--- src/rtl/exec01_seq_pkg.sv ---
// Shared types and constants for the exec01 operand sequencer.
package exec01_seq_pkg;

  typedef enum logic [1:0] {
    IDLE = 2'd0,
    LOAD = 2'd1,
    EXEC = 2'd2,
    DONE = 2'd3
  } seq_state_t;

  localparam int NUM_BEATS = 4;
  localparam int BEAT_A    = 0;
  localparam int BEAT_B    = 1;
  localparam int BEAT_C    = 2;
  localparam int BEAT_F    = 3;
  localparam int CNT_W     = $clog2(NUM_BEATS);

  // Beat index comparison at the counter's own width.
  function automatic logic beat_is(input logic [CNT_W-1:0] cnt, input int idx);
    return cnt == CNT_W'(idx);
  endfunction

endpackage

--- src/rtl/exec01_operand_seq_if.sv ---
// Operand-in and result-out valid/ready streams of the exec01 sequencer.
interface exec01_operand_seq_if #(parameter int WIDTH = 5) ();
  logic             in_valid;
  logic             in_ready;
  logic [WIDTH-1:0] in_data;
  logic             in_ctrl;
  logic             res_valid;
  logic             res_ready;
  logic [WIDTH-1:0] res_data;

  // master: producer of operand beats and consumer of results
  modport master (
    output in_valid, in_data, in_ctrl, res_ready,
    input  in_ready, res_valid, res_data
  );

  // slave: the sequencer itself
  modport slave (
    input  in_valid, in_data, in_ctrl, res_ready,
    output in_ready, res_valid, res_data
  );
endinterface

--- src/rtl/exec01_operand_seq.sv ---
// exec01 operand sequencer: loads a, b, c, f serially (ctrl on the last beat),
// holds them stable for exec01 for one cycle, captures d and returns it on a
// valid/ready result stream.
// Optional: define EXEC01_SEQ_COUNT_EN to add an 8-bit result handshake counter.
module exec01_operand_seq
  import exec01_seq_pkg::*;
#(
  parameter int WIDTH = 5
) (
  input  logic             clk,
  input  logic             rst_n,
  exec01_operand_seq_if.slave io,
  output logic [WIDTH-1:0] a,
  output logic [WIDTH-1:0] b,
  output logic [WIDTH-1:0] c,
  output logic [WIDTH-1:0] f,
  output logic             ctrl,
  input  logic [WIDTH-1:0] d,
`ifdef EXEC01_SEQ_COUNT_EN
  output logic [7:0]       txn_count,
`endif
  output logic             busy
);

  seq_state_t       state;
  logic [CNT_W-1:0] cnt;
  logic             beat_fire;
  logic             res_fire;

  assign beat_fire = io.in_valid && io.in_ready;
  assign res_fire  = io.res_valid && io.res_ready;

  // Sequencer FSM; all handshake outputs and operands are registered here.
  always_ff @(posedge clk) begin
    if (!rst_n) begin
      state        <= IDLE;
      cnt          <= '0;
      a            <= '0;
      b            <= '0;
      c            <= '0;
      f            <= '0;
      ctrl         <= 1'b0;
      io.res_data  <= '0;
      io.res_valid <= 1'b0;
      io.in_ready  <= 1'b0;   // rises on the first edge out of reset
      busy         <= 1'b0;
    end else begin
      case (state)
        IDLE: begin
          io.in_ready <= 1'b1;
          busy        <= 1'b0;
          if (beat_fire) begin
            a     <= io.in_data;
            cnt   <= CNT_W'(BEAT_B);
            state <= LOAD;
            busy  <= 1'b1;
          end
        end
        LOAD: begin
          if (beat_fire) begin
            if (beat_is(cnt, BEAT_B)) begin
              b   <= io.in_data;
              cnt <= CNT_W'(BEAT_C);
            end else if (beat_is(cnt, BEAT_C)) begin
              c   <= io.in_data;
              cnt <= CNT_W'(BEAT_F);
            end else begin
              // last beat: ctrl is only taken here
              f           <= io.in_data;
              ctrl        <= io.in_ctrl;
              cnt         <= '0;
              io.in_ready <= 1'b0;
              state       <= EXEC;
            end
          end
        end
        EXEC: begin
          // operands have been stable for this whole cycle; take exec01's result
          io.res_data  <= d;
          io.res_valid <= 1'b1;
          state        <= DONE;
        end
        DONE: begin
          if (res_fire) begin
            io.res_valid <= 1'b0;
            io.in_ready  <= 1'b1;
            busy         <= 1'b0;
            state        <= IDLE;
          end
        end
        default: state <= IDLE;
      endcase
    end
  end

`ifdef EXEC01_SEQ_COUNT_EN
  // Result handshake counter, wraps naturally at 8 bits.
  always_ff @(posedge clk) begin
    if (!rst_n)        txn_count <= '0;
    else if (res_fire) txn_count <= txn_count + 8'd1;
  end
`endif

endmodule

--- src/flat_wrapper.sv ---
// flat-port wrapper written by rule: the top's interface ports become plain ports
module exec01_operand_seq_flat import exec01_seq_pkg::*;
#(
  parameter int WIDTH = 5
)
  (clk, rst_n, a, b, c, f, ctrl, d, busy, io_in_valid, io_in_data, io_in_ctrl, io_res_ready, io_in_ready, io_res_valid, io_res_data);
  exec01_operand_seq_if #(.WIDTH(WIDTH)) io_i ();
  input  logic clk;
  input  logic rst_n;
  output logic [WIDTH-1:0] a;
  output logic [WIDTH-1:0] b;
  output logic [WIDTH-1:0] c;
  output logic [WIDTH-1:0] f;
  output logic ctrl;
  input  logic [WIDTH-1:0] d;
  output logic busy;
  input wire logic [$bits(io_i.in_valid)-1:0] io_in_valid;
  input wire logic [$bits(io_i.in_data)-1:0] io_in_data;
  input wire logic [$bits(io_i.in_ctrl)-1:0] io_in_ctrl;
  input wire logic [$bits(io_i.res_ready)-1:0] io_res_ready;
  output wire logic [$bits(io_i.in_ready)-1:0] io_in_ready;
  output wire logic [$bits(io_i.res_valid)-1:0] io_res_valid;
  output wire logic [$bits(io_i.res_data)-1:0] io_res_data;
  assign io_i.in_valid = io_in_valid;
  assign io_i.in_data = io_in_data;
  assign io_i.in_ctrl = io_in_ctrl;
  assign io_i.res_ready = io_res_ready;
  assign io_in_ready = io_i.in_ready;
  assign io_res_valid = io_i.res_valid;
  assign io_res_data = io_i.res_data;
  exec01_operand_seq #(.WIDTH(WIDTH)) u_core (.clk(clk), .rst_n(rst_n), .io(io_i), .a(a), .b(b), .c(c), .f(f), .ctrl(ctrl), .d(d), .busy(busy));
endmodule
--- config.mk ---
export PLATFORM = sky130hd
export DESIGN_NAME = exec01_operand_seq_flat
export DESIGN_NICKNAME = d
export VERILOG_FILES = /design/src/rtl/exec01_seq_pkg.sv /design/src/rtl/exec01_operand_seq_if.sv /design/src/rtl/exec01_operand_seq.sv /design/src/flat_wrapper.sv
export SDC_FILE = /design/constraint.sdc
export NUM_CORES = 1
export LEC_CHECK = 0
export BUFFER_PORTS_ARGS = -buffer_cell sky130_fd_sc_hd__buf_2
export CAP_MARGIN = 30
export CORE_MARGIN = 2
export CORE_UTILIZATION = 54
export DETAILED_ROUTE_END_ITERATION = 8
export PLACE_DENSITY = 0.92
export SKIP_LAST_GASP = 1
export SYNTH_ARGS = -nofsm -noshare
export SYNTH_HDL_FRONTEND = slang
export SYNTH_SLANG_ARGS = --single-unit
--- constraint.sdc ---
create_clock -name clk -period 2.8 [get_ports clk]
set_input_delay 0.28 -clock clk [delete_from_list [all_inputs] [get_ports clk]]
set_output_delay 0.28 -clock clk [all_outputs]
set_load 0.1 [all_outputs]
# Yosys cells after proc, flatten, opt, wreduce, memory -nomap -nowiden
# Index checks and enable logic that the tools add are counted.
# word_totals
reg_bits,33
in_bits,15
wordCells,58
# classes
eq_ne,10
muxes,19
bitwise_logic,2
reduce_logical,16
# op_table
cell,n
$mux 2,8
$reduce_and 5->1,2
$pmux 2 s4,1
$reduce_and 4->1,2
$eq 2x2->1 const B,3
$mux 1,6
$ne 2x1->1 const B,3
$reduce_and 2->1,3
$reduce_and 3->1,2
$reduce_bool 2->1,3
$eq 2x1->1 const B,2
$ne 2x2->1 const B,2
$pmux 1 s2,2
$pmux 2 s2,1
$pmux 1 s3,1
$reduce_bool 3->1,1
$logic_and 1x1->1,2
$logic_not 2->1,1
$not 1->1,2

# Logic depth before layout (Yosys ltp)
# depth
word_depth,5
ltp_mapped,6
depth_no_buf,5

# Worst setup path before layout
# OpenSTA, ideal clock, no wires.
# synth_path
path_type,register to register
start,register u_core.io.in_ready
end,register u_core.cnt[0]
setup_ps,115
arrival_ps,1900
required_ps,2685
path_slack_ps,784
path_stages_with_launch,5
path_buffers,1
cell_sequence,dfxtp_1 buf_4 nand2_2 or4b_1 and3_1
# synth_between
elab_chain_cells,3
elab_cells_between_ends,4
# synth_rtl
item,line_no,rtl
"start, declared",exec01_operand_seq_if.sv:20,"output in_ready, res_valid, res_data"
"start signal, assigned",exec01_operand_seq.sv:45,io.in_ready <= 1'b0;
"start signal, assigned",exec01_operand_seq.sv:50,io.in_ready <= 1'b1;
"start signal, assigned",exec01_operand_seq.sv:72,io.in_ready <= 1'b0;
$logic_and 1x1->1 (*),exec01_operand_seq.sv:30,assign beat_fire = io.in_valid && io.in_ready;
$ne 2x1->1 (no source line),--,
$reduce_and 3->1 (no source line) (*),--,
"end signal, assigned",exec01_operand_seq.sv:54,cnt <= CNT_W'(BEAT_B);
"end signal, assigned",exec01_operand_seq.sv:63,cnt <= CNT_W'(BEAT_C);
"end signal, assigned",exec01_operand_seq.sv:66,cnt <= CNT_W'(BEAT_F);
"end, declared",exec01_operand_seq.sv:26,logic [CNT_W-1:0] cnt;
# Mark *: on every way between the ends. The rest lies on a longest branch, timed or not.
# A chain may end at the register's enable or synchronous reset.

# Worst setup path in the final report
# layout_path
start,register u_core.state[1]
end,register u_core.f[1]
# layout_between
elab_chain_cells,2
# layout_rtl
item,line_no,rtl
"start, declared",exec01_operand_seq.sv:25,seq_state_t state;
"start signal, assigned",exec01_operand_seq.sv:36,state <= IDLE;
"start signal, assigned",exec01_operand_seq.sv:55,state <= LOAD;
"start signal, assigned",exec01_operand_seq.sv:73,state <= EXEC;
$eq 2x1->1,exec01_operand_seq.sv:48,case (state)
$reduce_and 4->1 (no source line),--,
"end signal, assigned",exec01_operand_seq.sv:69,f <= io.in_data;
"end, declared",exec01_operand_seq.sv:16,"output logic [WIDTH-1:0] f,"
# Every way passes these cells.

==> flow_summary.yaml <==
timing:
  finClkSkew_ps: 6.56
  hold_viol: 0
  maxSlewHeadroom_pct: 67.3
  setup_tns_ps: 0
  fin_crit_sh_pct: 62.1
  tightest_slew_ps: 494
  period_needed_ps: 1740
  fin_ws_ps: 1060
  setup_viol: 0
  slew_viol_final: 0
  fmax_ghz: 0.575
  rsz0062_at_grt: "false"
placed_design:
  place_inst: 214
  portBuffers: 43
  dp.final_hpwl_mm: 2.32
  placed_area_um2: 1670
  gp_congestion: 0.851
  post-place-ws_ps: 1070
setup_path:
  critPathCaptureType: "flip-flop"
  r2r_slack_ps: 1060
  startpoint_type: "flip-flop"
  cp_top_family: "simple AND/OR/NAND/NOR gates"
  r2r_cells: 5
  worstReg2RegStart: "u_core.state[1]"
  path_buf_inv: 1
  required_ps: 3030
  cp_cell_sequence: "inv_1 -> ha_1 -> nand4_1 -> mux2i_1 -> nor2_1"
  slowest_stage: "nand4_1"
  worstPathArrival_ps: 1960
  r2r-end: "u_core.f[1]"
  critPathMaxStageDelay_ps: 430
  path_max_fanout: 7
  worstSetupPathType: "reg2reg"
routing:
  drt-total-wl_mm: 3.08
  num_vias: 1180
  drc: 0
  drt_pre_antenna_iters: 4
  drt-wirelength-per-cell_um: 13.9
  ant_nets: 0
  viasPerCell: 5.32
  drt-initial-drc-count: 20
clocking:
  hold_buffers: 0
  cts_tree: "yes"
  clock_path_buffers: 2
  clk_pin_slew_ps: 100
  cts_setup_buffers: 0
  cts_made_buffers: 5
  htree_levels: 2
  clkLatencyLatePin_ps: 340
  cts_resized: 0
  cts_sinks: 33
  clockRootBuffer: "clkbuf_4"
global_route:
  grt_max_degree: 27
  grt_pass1_wl_mm: 5.14
  grt_pass1_vias: 1126
  antenna_found_initial: 0
  overflow: 0
  track_usage_pct: 21.3
pwr:
  power.share.sequential_pct: 33.5
  irDropWorstVdd_uv: 969
  powerDensity_nw_per_um2: 1010
  pwr-share-comb_pct: 45.5
  p_sw_share_pct: 44.6
  p_leak_nw: 0.907
  p_clk_share_pct: 21.1
  switchingPower_mw: 0.788
  p_int_mw: 0.978
floorplan:
  std_cell_rows: 18
  die_area_um2: 3150
  dieWidth_um: 56.2
  die_height_um: 56.2
  coreArea_um2: 2520
  initial_utilization_pct: 58.2
  io_pins: 44
run:
  maxCapViolations: 0
worst_hold_path:
  hold_path_depth: 3
  hold_path.class: "in2reg"
  worstHoldStart: "d[4]"
  hold_end: "u_core.io.res_data[4]"
synth:
  netlist_instances: 149
  yosysSeqAreaShare_pct: 45.0
  synth_cell_types: 28
  syn-mean-instance-area_um2: 9.86
  synthesis.nets: 173
  synthesis.area_um2: 1470
  yosysWarnings: 0
  ys_ff_latch: 33
finish:
  insertedDiodeCount: 0
  design_area_um2: 1750
  nets: 215
  finalNonFillerCells: 222
  area_growth_pct: 19.3
  drive_above_1_share_pct: 28.6
  final_common_cell: "buf_2"
  layout_common_cells: "buf_2 (43), dfxtp_1 (33), mux2i_1 (24)"
run_status:
  status: "finished, final reports clean"
==> kinds of logic after synthesis <==
group / Yosys count / synth area share [%]
simple gates: 46 / 15.0
buf+inv: 16 / 5.71
flops: 33 / 45.0
mux: 24 / 16.4
compound gates: 21 / 10.3
fa+ha+maj: 9 / 7.67
==> state kept, by name (all words and copies together), names as in the netlist <==
| name | flops |
|---|---|
| u_core.a | 5 |
| u_core.ctrl | 1 |
| u_core.busy | 1 |
| u_core.io.in_ready | 1 |
| u_core.io.res_valid | 1 |
| u_core.f | 5 |
| u_core.c | 5 |
| u_core.b | 5 |
| u_core.io.res_data | 5 |
| u_core.cnt | 2 |
| u_core.state | 2 |
==> per-stage QoR <==
step | hold slack [ps] | total power [mW] | utilization (%)
2_1_floorplan | 424 | 1.31 | -
3_3_place_gp | 455 | 1.37 | 66.1
3_5_place_dp | 466 | 1.40 | 66.1
4_1_cts | 163 | 1.77 | 69.5
5_1_grt | 165 | 1.87 | 69.5
6_report | 172 | 1.77 | 69.5
==> how the worst max path moves through the flow <==
stage / depth (start not counted) / startpoint / slack, ps / endpoint
floorplan: 4 / u_core.io.in_ready / 780 / u_core.cnt[0]
global placement: 5 / u_core.state[1] / 1190 / u_core.f[1]
finish: 5 / u_core.state[1] / 1060 / u_core.f[1]
CTS: 5 / u_core.state[1] / 1010 / u_core.f[1]
detailed placement: 5 / u_core.state[1] / 1070 / u_core.ctrl
global route: 5 / u_core.state[1] / 900 / u_core.f[1]
==> power groups by stage <==
| stage | Clock (mW) | Sequential, mW | Combinational (mW) |
|---|---|---|---|
| after floorplan | 0 | 0.893 | 0.416 |
| after global placement | 0 | 0.596 | 0.777 |
| after detailed placement | 0 | 0.600 | 0.805 |
| after CTS | 0.377 | 0.591 | 0.805 |
| after global routing | 0.403 | 0.602 | 0.861 |
| final | 0.372 | 0.591 | 0.803 |
==> tightest hold or removal path, cell delays in order <==
cell	delay, ps
buf_2	70
mux2i_1	50
nor2_1	70
==> layer usage <==
metal  global-route usage, %  vias to the layer above  wire length, µm
met5                       0                        -                0
met4                    8.16                        0               56
met2                    36.6                       30             1530
met1                    23.5                      554             1310
met3                    8.37                        6              174
li1                        -                      590                -
==> cells in the mapped netlist <==
| master | n | share of area, % |
|---|---|---|
| nor3b_1 | 1 | 0.51 |
| o21ai_0 | 8 | 2.7 |
| or4b_1 | 1 | 0.68 |
| nand2_1 | 5 | 1.3 |
| nor3_2 | 1 | 0.68 |
| a2111oi_4 | 1 | 1.9 |
| a2bb2oi_1 | 1 | 0.60 |
| o21a_1 | 2 | 1.0 |
| a21boi_1 | 1 | 0.51 |
| buf_4 | 2 | 1.0 |
| inv_2 | 1 | 0.26 |
| nand2_2 | 1 | 0.43 |
| nand3_1 | 7 | 2.4 |
| or3_1 | 1 | 0.43 |
| nand4_1 | 3 | 1.3 |
| a22o_4 | 1 | 1.2 |
| mux2i_1 | 24 | 16 |
| buf_2 | 1 | 0.34 |
| dfxtp_1 | 33 | 45 |
| and4_1 | 1 | 0.60 |
| buf_6 | 2 | 1.5 |
| nand2b_1 | 1 | 0.43 |
| clkbuf_1 | 3 | 0.77 |
| and3_1 | 1 | 0.43 |
| a21oi_1 | 7 | 2.4 |
| inv_1 | 7 | 1.8 |
| ha_1 | 9 | 7.7 |
| nor2_1 | 23 | 5.9 |
==> final cells by class <==
type | instances | area, µm²
Fill cell | 204 | 769
Clock inverter | 1 | 30.0
Clock buffer | 7 | 55.1
Timing Repair Buffer | 43 | 215
Inverter | 8 | 30.0
Tap cell | 30 | 37.5
Sequential cell | 33 | 661
Multi-Input combinational cell | 100 | 724
No activity file was read; power rests on OpenSTA's default activity.
